### src/rtl/genesis_pad_scanner.sv
// Sega Genesis / Mega Drive controller scanner: drives the select line through
// 3- or 6-button read sequences and commits debounced-per-frame button state.
module genesis_pad_scanner #(
  parameter int NUM_PADS  = 2,
  parameter int PHASE_CYC = 500,
  parameter int IDLE_CYC  = 100000,
  parameter int SIX_BTN   = 1
) (
  input  logic                   sysclk,
  input  logic                   clr_n,
  input  logic                   en,
  input  logic [6*NUM_PADS-1:0]  pad_in,
  output logic [NUM_PADS-1:0]    pad_sel,
  output logic [12*NUM_PADS-1:0] buttons,
  output logic [12*NUM_PADS-1:0] pressed,
  output logic [NUM_PADS-1:0]    present,
  output logic [NUM_PADS-1:0]    six_btn,
  output logic                   frame_done,
  output logic [1:0]             state_dbg
);

  localparam logic [1:0] ST_IDLE   = 2'd0;
  localparam logic [1:0] ST_SCAN   = 2'd1;
  localparam logic [1:0] ST_COMMIT = 2'd2;

  localparam int PW = (PHASE_CYC > 1) ? $clog2(PHASE_CYC) : 1;
  localparam int IW = $clog2(IDLE_CYC + 1);
  localparam logic [PW-1:0] PH_LAST   = PW'(PHASE_CYC - 1);
  localparam logic [IW-1:0] IDLE_LAST = IW'(IDLE_CYC - 1);
  localparam logic [IW-1:0] IDLE_MAX  = IW'(IDLE_CYC);
  localparam logic [2:0]    LAST_K    = (SIX_BTN != 0) ? 3'd7 : 3'd1;
  localparam logic [11:0]   BTN_MASK  = (SIX_BTN != 0) ? 12'hfff : 12'h0ff;

  logic [6*NUM_PADS-1:0]  sync1_q, sync1_d, sync2_q, sync2_d;
  logic [1:0]             state_q, state_d;
  logic [IW-1:0]          idle_cnt_q, idle_cnt_d;
  logic [PW-1:0]          ph_cnt_q, ph_cnt_d;
  logic [2:0]             k_q, k_d;
  logic [12*NUM_PADS-1:0] sh_btn_q, sh_btn_d;
  logic [NUM_PADS-1:0]    sh_pres_q, sh_pres_d, sh_six_q, sh_six_d;
  logic [12*NUM_PADS-1:0] btn_q, btn_d, prs_q, prs_d;
  logic [NUM_PADS-1:0]    pres_q, pres_d, six_q, six_d;
  logic                   sample;

  assign sample = (state_q == ST_SCAN) && (ph_cnt_q == PH_LAST);

  always_comb begin
    sync1_d    = pad_in;
    sync2_d    = sync1_q;
    state_d    = state_q;
    idle_cnt_d = idle_cnt_q;
    ph_cnt_d   = ph_cnt_q;
    k_d        = k_q;
    sh_btn_d   = sh_btn_q;
    sh_pres_d  = sh_pres_q;
    sh_six_d   = sh_six_q;
    btn_d      = btn_q;
    prs_d      = '0;
    pres_d     = pres_q;
    six_d      = six_q;

    case (state_q)
      ST_IDLE: begin
        if (en && (idle_cnt_q >= IDLE_LAST)) begin
          state_d    = ST_SCAN;
          idle_cnt_d = '0;
          ph_cnt_d   = '0;
          k_d        = '0;
        end else if (idle_cnt_q != IDLE_MAX) begin
          idle_cnt_d = idle_cnt_q + 1'b1;
        end
      end
      ST_SCAN: begin
        if (sample) begin
          ph_cnt_d = '0;
          if (k_q == LAST_K) state_d = ST_COMMIT;
          else               k_d     = k_q + 1'b1;
        end else begin
          ph_cnt_d = ph_cnt_q + 1'b1;
        end
      end
      ST_COMMIT: begin
        state_d    = ST_IDLE;
        idle_cnt_d = '0;
        k_d        = '0;
      end
      default: state_d = ST_IDLE;
    endcase

    // Pins are active-low; each phase contributes its own slice of the shadow.
    if (sample) begin
      for (int p = 0; p < NUM_PADS; p++) begin
        case (k_q)
          3'd0: begin
            sh_btn_d[12*p +: 12] = {5'b0, ~sync2_q[6*p+5], ~sync2_q[6*p+4], 1'b0,
                                    ~sync2_q[6*p+3], ~sync2_q[6*p+2],
                                    ~sync2_q[6*p+1], ~sync2_q[6*p]};
            sh_pres_d[p] = 1'b0;
            sh_six_d[p]  = 1'b0;
          end
          3'd1: begin
            sh_btn_d[12*p+4] = ~sync2_q[6*p+4];
            sh_btn_d[12*p+7] = ~sync2_q[6*p+5];
            sh_pres_d[p]     = ~sync2_q[6*p+2] & ~sync2_q[6*p+3];
          end
          3'd5: if (SIX_BTN != 0) sh_six_d[p] = ~|sync2_q[6*p +: 4];
          3'd6: if ((SIX_BTN != 0) && sh_six_q[p]) sh_btn_d[12*p+8 +: 4] = ~sync2_q[6*p +: 4];
          default: ;
        endcase
      end
    end

    // Commit from the next-shadow so the final phase's sample is included.
    if (sample && (k_q == LAST_K)) begin
      for (int p = 0; p < NUM_PADS; p++) begin
        btn_d[12*p +: 12] = sh_pres_d[p] ? (sh_btn_d[12*p +: 12] & BTN_MASK) : 12'h000;
        six_d[p]          = (SIX_BTN != 0) ? (sh_pres_d[p] & sh_six_d[p]) : 1'b0;
      end
      pres_d = sh_pres_d;
      prs_d  = btn_d & ~btn_q;
    end
  end

  always_ff @(posedge sysclk or negedge clr_n) begin
    if (!clr_n) begin
      sync1_q    <= '1;
      sync2_q    <= '1;
      state_q    <= ST_IDLE;
      idle_cnt_q <= '0;
      ph_cnt_q   <= '0;
      k_q        <= '0;
      sh_btn_q   <= '0;
      sh_pres_q  <= '0;
      sh_six_q   <= '0;
      btn_q      <= '0;
      prs_q      <= '0;
      pres_q     <= '0;
      six_q      <= '0;
    end else begin
      sync1_q    <= sync1_d;
      sync2_q    <= sync2_d;
      state_q    <= state_d;
      idle_cnt_q <= idle_cnt_d;
      ph_cnt_q   <= ph_cnt_d;
      k_q        <= k_d;
      sh_btn_q   <= sh_btn_d;
      sh_pres_q  <= sh_pres_d;
      sh_six_q   <= sh_six_d;
      btn_q      <= btn_d;
      prs_q      <= prs_d;
      pres_q     <= pres_d;
      six_q      <= six_d;
    end
  end

  // Select idles high; during a scan it is low on odd phases only.
  assign pad_sel    = {NUM_PADS{(state_q != ST_SCAN) || !k_q[0]}};
  assign buttons    = btn_q;
  assign pressed    = prs_q;
  assign present    = pres_q;
  assign six_btn    = six_q;
  assign frame_done = (state_q == ST_COMMIT);
  assign state_dbg  = state_q;

endmodule
### config.mk
export PLATFORM = sky130hd
export DESIGN_NAME = genesis_pad_scanner
export DESIGN_NICKNAME = d
export VERILOG_FILES = /design/src/rtl/genesis_pad_scanner.sv
export SDC_FILE = /design/constraint.sdc
export NUM_CORES = 1
export LEC_CHECK = 0
export BUFFER_PORTS_ARGS = -buffer_cell sky130_fd_sc_hd__buf_4
export CAP_MARGIN = 20
export CORE_MARGIN = 4
export CORE_UTILIZATION = 40
export DETAILED_ROUTE_END_ITERATION = 8
export SLEW_MARGIN = 20
export SYNTH_ARGS = -nofsm -noshare
export SYNTH_HDL_FRONTEND = slang
export SYNTH_SLANG_ARGS = --single-unit
### constraint.sdc
create_clock -name sysclk -period 2.8 [get_ports sysclk]
set_input_delay 0 -clock sysclk [delete_from_list [all_inputs] [get_ports sysclk]]
set_output_delay 0 -clock sysclk [all_outputs]
set_load 0.02 [all_outputs]
After elaboration in Yosys (flattened, before gate mapping)
Cells that the tools add are included.
{"block": "op_classes", "n_addsub": 3, "n_reduce_logical": 18, "eq_ne": 14, "n_bitwise": 20, "magnitude_cmp": 1, "mux": 36}
{"op": "two-way mux 24 bit", "n": 2}
{"op": "two-way mux 17 bit", "n": 2}
{"op": "case mux 17 bit (2 select lines)", "n": 1}
{"op": "bitwise AND 24 bit", "n": 1}
{"op": "two-way mux 12 bit", "n": 2}
{"op": "NOT 24 bit", "n": 1}
{"op": "two-way mux 9 bit", "n": 2}
{"op": "case mux 9 bit (2 select lines)", "n": 1}
{"op": "adder 17 x 1 -> 17 bit (second input constant)", "n": 1}
{"op": "greater-or-equal comparator 17 bit (second input constant)", "n": 1}
{"op": "inequality test 17 bit (second input constant)", "n": 1}
{"op": "two-way mux 4 bit", "n": 4}
{"op": "case mux 1 bit (2 select lines)", "n": 8}
{"op": "case mux 4 bit (2 select lines)", "n": 2}
{"op": "two-way mux 2 bit", "n": 7}
{"op": "NOT 1 bit", "n": 12}
{"op": "adder 9 x 1 -> 9 bit (second input constant)", "n": 1}
{"op": "equality test 3 bit (second input constant)", "n": 3}
{"op": "equality test 9 bit (second input constant)", "n": 1}
{"op": "two-way mux 3 bit", "n": 3}
{"op": "case mux 3 bit (3 select lines)", "n": 1}
{"op": "NOT 4 bit", "n": 2}
{"op": "OR reduction 4 bit", "n": 2}
{"op": "inequality test 2 bit (second input constant)", "n": 3}
{"op": "other kinds (18)", "n": 28}
{"block": "word_totals", "word_cells": 105, "input_bits": 15, "reg_bits": 135, "out_inout_bits": 57}

Depth between registers and ports, before layout
{"block": "depth", "ltp_word": 7, "ltp_mapped": 10, "ltp_nobuf": 7}

Least setup slack after synthesis
No wires, ideal clock.
{"block": "synth_path", "path_type": "register to register", "startpoint": "register ph_cnt_q[0]", "endpoint": "register prs_q[10] (netlist: pressed[10])", "path_slack_ns": 0.629, "arrival_ns": 2.040, "stages_incl_launch_ff": 10, "setup_ns": 0.131, "path_buffers": 3, "required_time_ns": 2.669, "path_cell_list": "dfrtp_1 -> ha_1 -> nand4bb_2 -> or4_1 -> buf_2 -> a22oi_1 -> or2_1 -> buf_4 -> buf_6 -> nor3_1"}
{"block": "synth_via", "elab_chain_cells": 6, "word_cells_on_any_way": 8}
{"element": "from (decl)", "line": "37", "rtl": "logic [PW-1:0] ph_cnt_q, ph_cnt_d;"}
{"element": "from (signal assigned)", "line": "144", "rtl": "ph_cnt_q <= ph_cnt_d;"}
{"element": "equality test 9 bit *", "line": "45", "rtl": "assign sample = (state_q == ST_SCAN) && (ph_cnt_q == PH_LAST);"}
{"element": "logical AND 1 bit *", "line": "45"}
{"element": "two-way mux 24 bit or two-way mux 2 bit (tied branches)", "line": "91", "rtl": "if (sample) begin"}
{"element": "two-way mux 12 bit", "line": "116", "rtl": "btn_d[12*p +: 12] = sh_pres_d[p] ? (sh_btn_d[12*p +: 12] & BTN_MASK) : 12'h000;"}
{"element": "bitwise AND 24 bit", "line": "120", "rtl": "prs_d = btn_d & ~btn_q;"}
{"element": "two-way mux 24 bit *", "line": "114", "rtl": "if (sample && (k_q == LAST_K)) begin"}
{"element": "via prs_d[10]", "line": "41", "rtl": "logic [12*NUM_PADS-1:0] btn_q, btn_d, prs_q, prs_d;"}
{"element": "to (signal assigned)", "line": "150", "rtl": "prs_q <= prs_d;"}
{"element": "to (decl)", "line": "41"}
The timed path passes the listed nets; every way through them passes the cells marked *.
A chain may end at the register's enable or synchronous reset.

Worst setup path after layout
{"block": "layout_path", "startpoint": "register ph_cnt_q[0]", "endpoint": "register btn_q[22] (netlist: buttons[22])"}
{"block": "layout_via", "elab_chain_cells": 4, "word_cells_on_any_way": 6}
{"element": "equality test 9 bit *", "line": "45"}
{"element": "logical AND 1 bit *", "line": "45"}
{"element": "two-way mux 24 bit or two-way mux 2 bit (tied branches)", "line": "91"}
{"element": "two-way mux 12 bit", "line": "116"}
{"element": "to (signal assigned)", "line": "149", "rtl": "btn_q <= btn_d;"}
{"element": "to (decl)", "line": "41"}
Mark *: on every way between the ends. The rest lies on a longest branch, timed or not.

==> flow_summary_export.csv <==
group,metric,value,unit
run_status,status,"finished, final reports clean",
floorplanning,io_pins,72,
global_route,antenna_found_initial,0,
clocking,clkSinkCount,135,
logic_synthesis,syn-instance-count,522,
clocking,cts_max_path_buffers,2,
clocking,clock_latency,420,ps
sta,setup_viol,0,
logic_synthesis,synth_nets,545,
placement,port_buffers,71,
clocking,htree_levels,4,
logic_synthesis,synth_cell_types,56,
drt,wl,12900,um
worst_hold_path,hp-class,"in2async",
setup_path,end_kind,"flip-flop",
run,drv_cap,0,
sta,hold_viol,0,
drt,drc,0,
final_layout,fillCellCount,1208,
logic_synthesis,netlist_top_cells_area,"dfrtp_1, dfstp_2, nand2_1",
global_route,grt_pass1_wl,21800,um
global_route,grt_pass1_vias,4358,
clocking,ctsResizeCount,0,
drt,vias,4323,
setup_path,worstRegToRegCells,7,
placement,dpl.hpwl,8740,um
logic_synthesis,ys_warn_count,0,
logic_synthesis,yosysTopAreaCellShare,49.3,%
setup_path,ff2ff_setup_slack,370,ps
setup_path,critPathRequiredTime,3090,ps
sta,slew_headroom,49.8,%
final_layout,syn_to_final_growth,26.0,%
final_layout,final_layout_size_suffix_gt1_share,24.0,%
global_route,grt_usage,16.8,%
floorplanning,die_h,127,um
sta,min_period_over_period,86.8,%
logic_synthesis,synthArstFlopShare,100,%
setup_path,critPathLaunch,"ph_cnt_q[0]",
drt,vias_per_cell,5.37,
placement,place_congestion,0.889,
drt,antenna_left,0,
sta,fmax,0.411,GHz
setup_path,crit_fanout,17,
floorplanning,initial_core_util,40.7,%
clocking,cts_root_buf,"clkbuf_16",
floorplanning,rows,43,
final_layout,n_antenna_cell,0,
drt,dr.pass1.iters,5,
setup_path,criticalPathCategory,"reg2reg",
clocking,cts_buffers,17,
sta,timing.final.max_slew_violations,0,
logic_synthesis,syn_area,5630,sq um
floorplanning,dieArea,16000,sq um
logic_synthesis,synth-main-ff-cell,"dfrtp_1",
drt,wire_per_inst,16.0,um
global_route,grt_max_degree,82,
sta,min_period,2430,ps
floorplanning,core_area,13800,sq um
clocking,path_clk_slew,60,ps
placement,pre_cts_ws,324,ps
sta,rsz0062_at_grt,"no",
logic_synthesis,synth.avg_cell_area,10.8,sq um
logic_synthesis,synth_edf_count,0,
power,leakage,3.43,nW
setup_path,reg2reg_to,"buttons[22]",
sta,tns,0,ps
final_layout,fin_nets,635,
global_route,grt-ovfl-total,0,
drt,drt_iter0_markers,188,
placement,placed_area,6370,sq um
clocking,cts_tree,"done",
setup_path,cp-start-kind,"flip-flop",
sta,layout_setup_ws,370,ps
logic_synthesis,synth_largest_area_cell,"dfrtp_1",
power,vdd_drop_max,0.391,mV
floorplanning,die_x,127,um
power,p_per_area,675,nW/um^2
logic_synthesis,ys_ff_latch,135,
final_layout,final_area,7100,sq um
sta,skew,11.3,ps
logic_synthesis,ys_seq_area_share,60.5,%
sta,worst_pin_slew,745,ps
setup_path,arrival,2720,ps
setup_path,rr_startpoint,"ph_cnt_q[0]",
-- power by group --
part / switching, mW / internal [mW]
Clock: 0.823 / 1.39
Sequential: 0.148 / 2.08
Combinational: 0.183 / 0.172
Total: 1.15 / 3.64
-- cells in the final DEF, fill, tap and decap left out, types with 5 or more instances in the layout --
cell type	n
nor3_1	34
nand3_1	19
and3_1	8
o21ai_1	9
dlygate4sd3_1	13
ha_1	8
inv_1	47
nor4_1	8
nand2_1	50
a21oi_1	19
nand4_1	13
dfstp_2	24
clkbuf_16	17
nor2_1	24
o22ai_1	8
a22o_1	5
o31ai_1	18
a31oi_1	15
buf_4	82
o21ai_0	5
a2bb2oi_1	11
dfrtp_1	111
or3_1	5
-- worst max-delay path by stage --
| stage | slack (ps) | endpoint |
|---|---|---|
| after floorplan | 630 | pressed[10] |
| after global placement | 420 | buttons[5] |
| after detailed placement | 320 | buttons[5] |
| after CTS | 300 | buttons[5] |
| after global routing | 140 | buttons[1] |
| final | 370 | buttons[22] |
-- synth_stat cells (2+ instances only) --
library cell,n
nand4_1,13
nor4_1,8
mux2i_1,4
or3_1,5
o22ai_1,8
ha_1,8
o41ai_1,2
inv_1,47
clkbuf_1,13
and3_1,8
dfstp_2,24
a21o_1,3
o221ai_1,3
buf_4,5
nor2_1,24
a2bb2oi_1,11
o31ai_1,18
o21a_1,2
nand3_1,19
a22oi_1,2
o21ai_1,9
or2_1,2
and2_1,2
a21oi_1,20
buf_2,5
nand2b_1,2
a211o_1,3
buf_6,2
dfrtp_1,111
a31oi_1,15
nor4bb_1,2
nor3_2,2
or2_2,4
nor3_1,34
a22o_1,5
nand2_1,50
o21ai_0,5
nor2b_1,4
-- flip-flops by register name, summed over array words and instances (netlist names) --
| name | cells |
|---|---|
| buttons | 24 |
| idle_cnt_q | 17 |
| k_q | 3 |
| ph_cnt_q | 9 |
| present | 2 |
| pressed | 24 |
| sh_btn_q | 24 |
| sh_pres_q | 2 |
| sh_six_q | 2 |
| six_btn | 2 |
| state_dbg | 2 |
| sync1_q | 12 |
| sync2_q | 12 |
-- per-layer routing --
layer | GRT usage (%) | part of all wire [%] | vias up
li1 | - | - | 2037
met5 | 0 | 0 | -
met2 | 26.8 | 48 | 101
met4 | 7.51 | 2.2 | 0
met3 | 3.83 | 4.4 | 25
met1 | 22.0 | 45 | 2160
-- stage by stage --
stage | util (%) | std cells | power [mW] | hold WS, ps
6_report | 51.3 | 805 | 4.79 | 182
5_1_grt | 51.3 | 805 | 5.00 | 233
4_1_cts | 51.3 | 805 | 4.84 | 210
3_5_place_dp | 46.1 | 760 | 2.60 | 96.2
3_3_place_gp | 46.1 | 760 | 2.57 | 88.2
2_1_floorplan | - | 522 | 2.46 | -296
-- cells by family after synthesis --
| group | count (synthesis) | synth area share [%] |
|---|---|---|
| simple gates | 189 | 17.7 |
| buf+inv | 73 | 5.58 |
| flops | 135 | 60.5 |
| mux | 4 | 0.711 |
| fa+ha+maj | 8 | 1.78 |
| compound gates | 113 | 13.8 |
-- timing repair --
action | 4_1_cts | 5_1_grt
endpoints found under the setup margin | 0 | 0
hold endpoints to repair | 79 | 0
setup buffers | 0 | 0
hold buffers | 13 | 0
-- cell type report --
class	count	area (sq um)	area share [%]
Sequential cell	135	3410	48.0
Multi-Input combinational cell	314	1910	27.0
Timing Repair Buffer	97	777	10.9
Clock buffer	23	478	6.73
Tap cell	180	225	3.17
Inverter	47	176	2.49
Clock inverter	9	118	1.66
-- worst max-delay path, cell delays in order (launching register included) --
cell and delay, ps:
dfrtp_1 380, ha_1 270, nand4bb_2 210, or4_1 680
a22oi_1 310, or2_1 140, buf_4 220, o21ai_1 90
(Power assumes the default switching activity.)
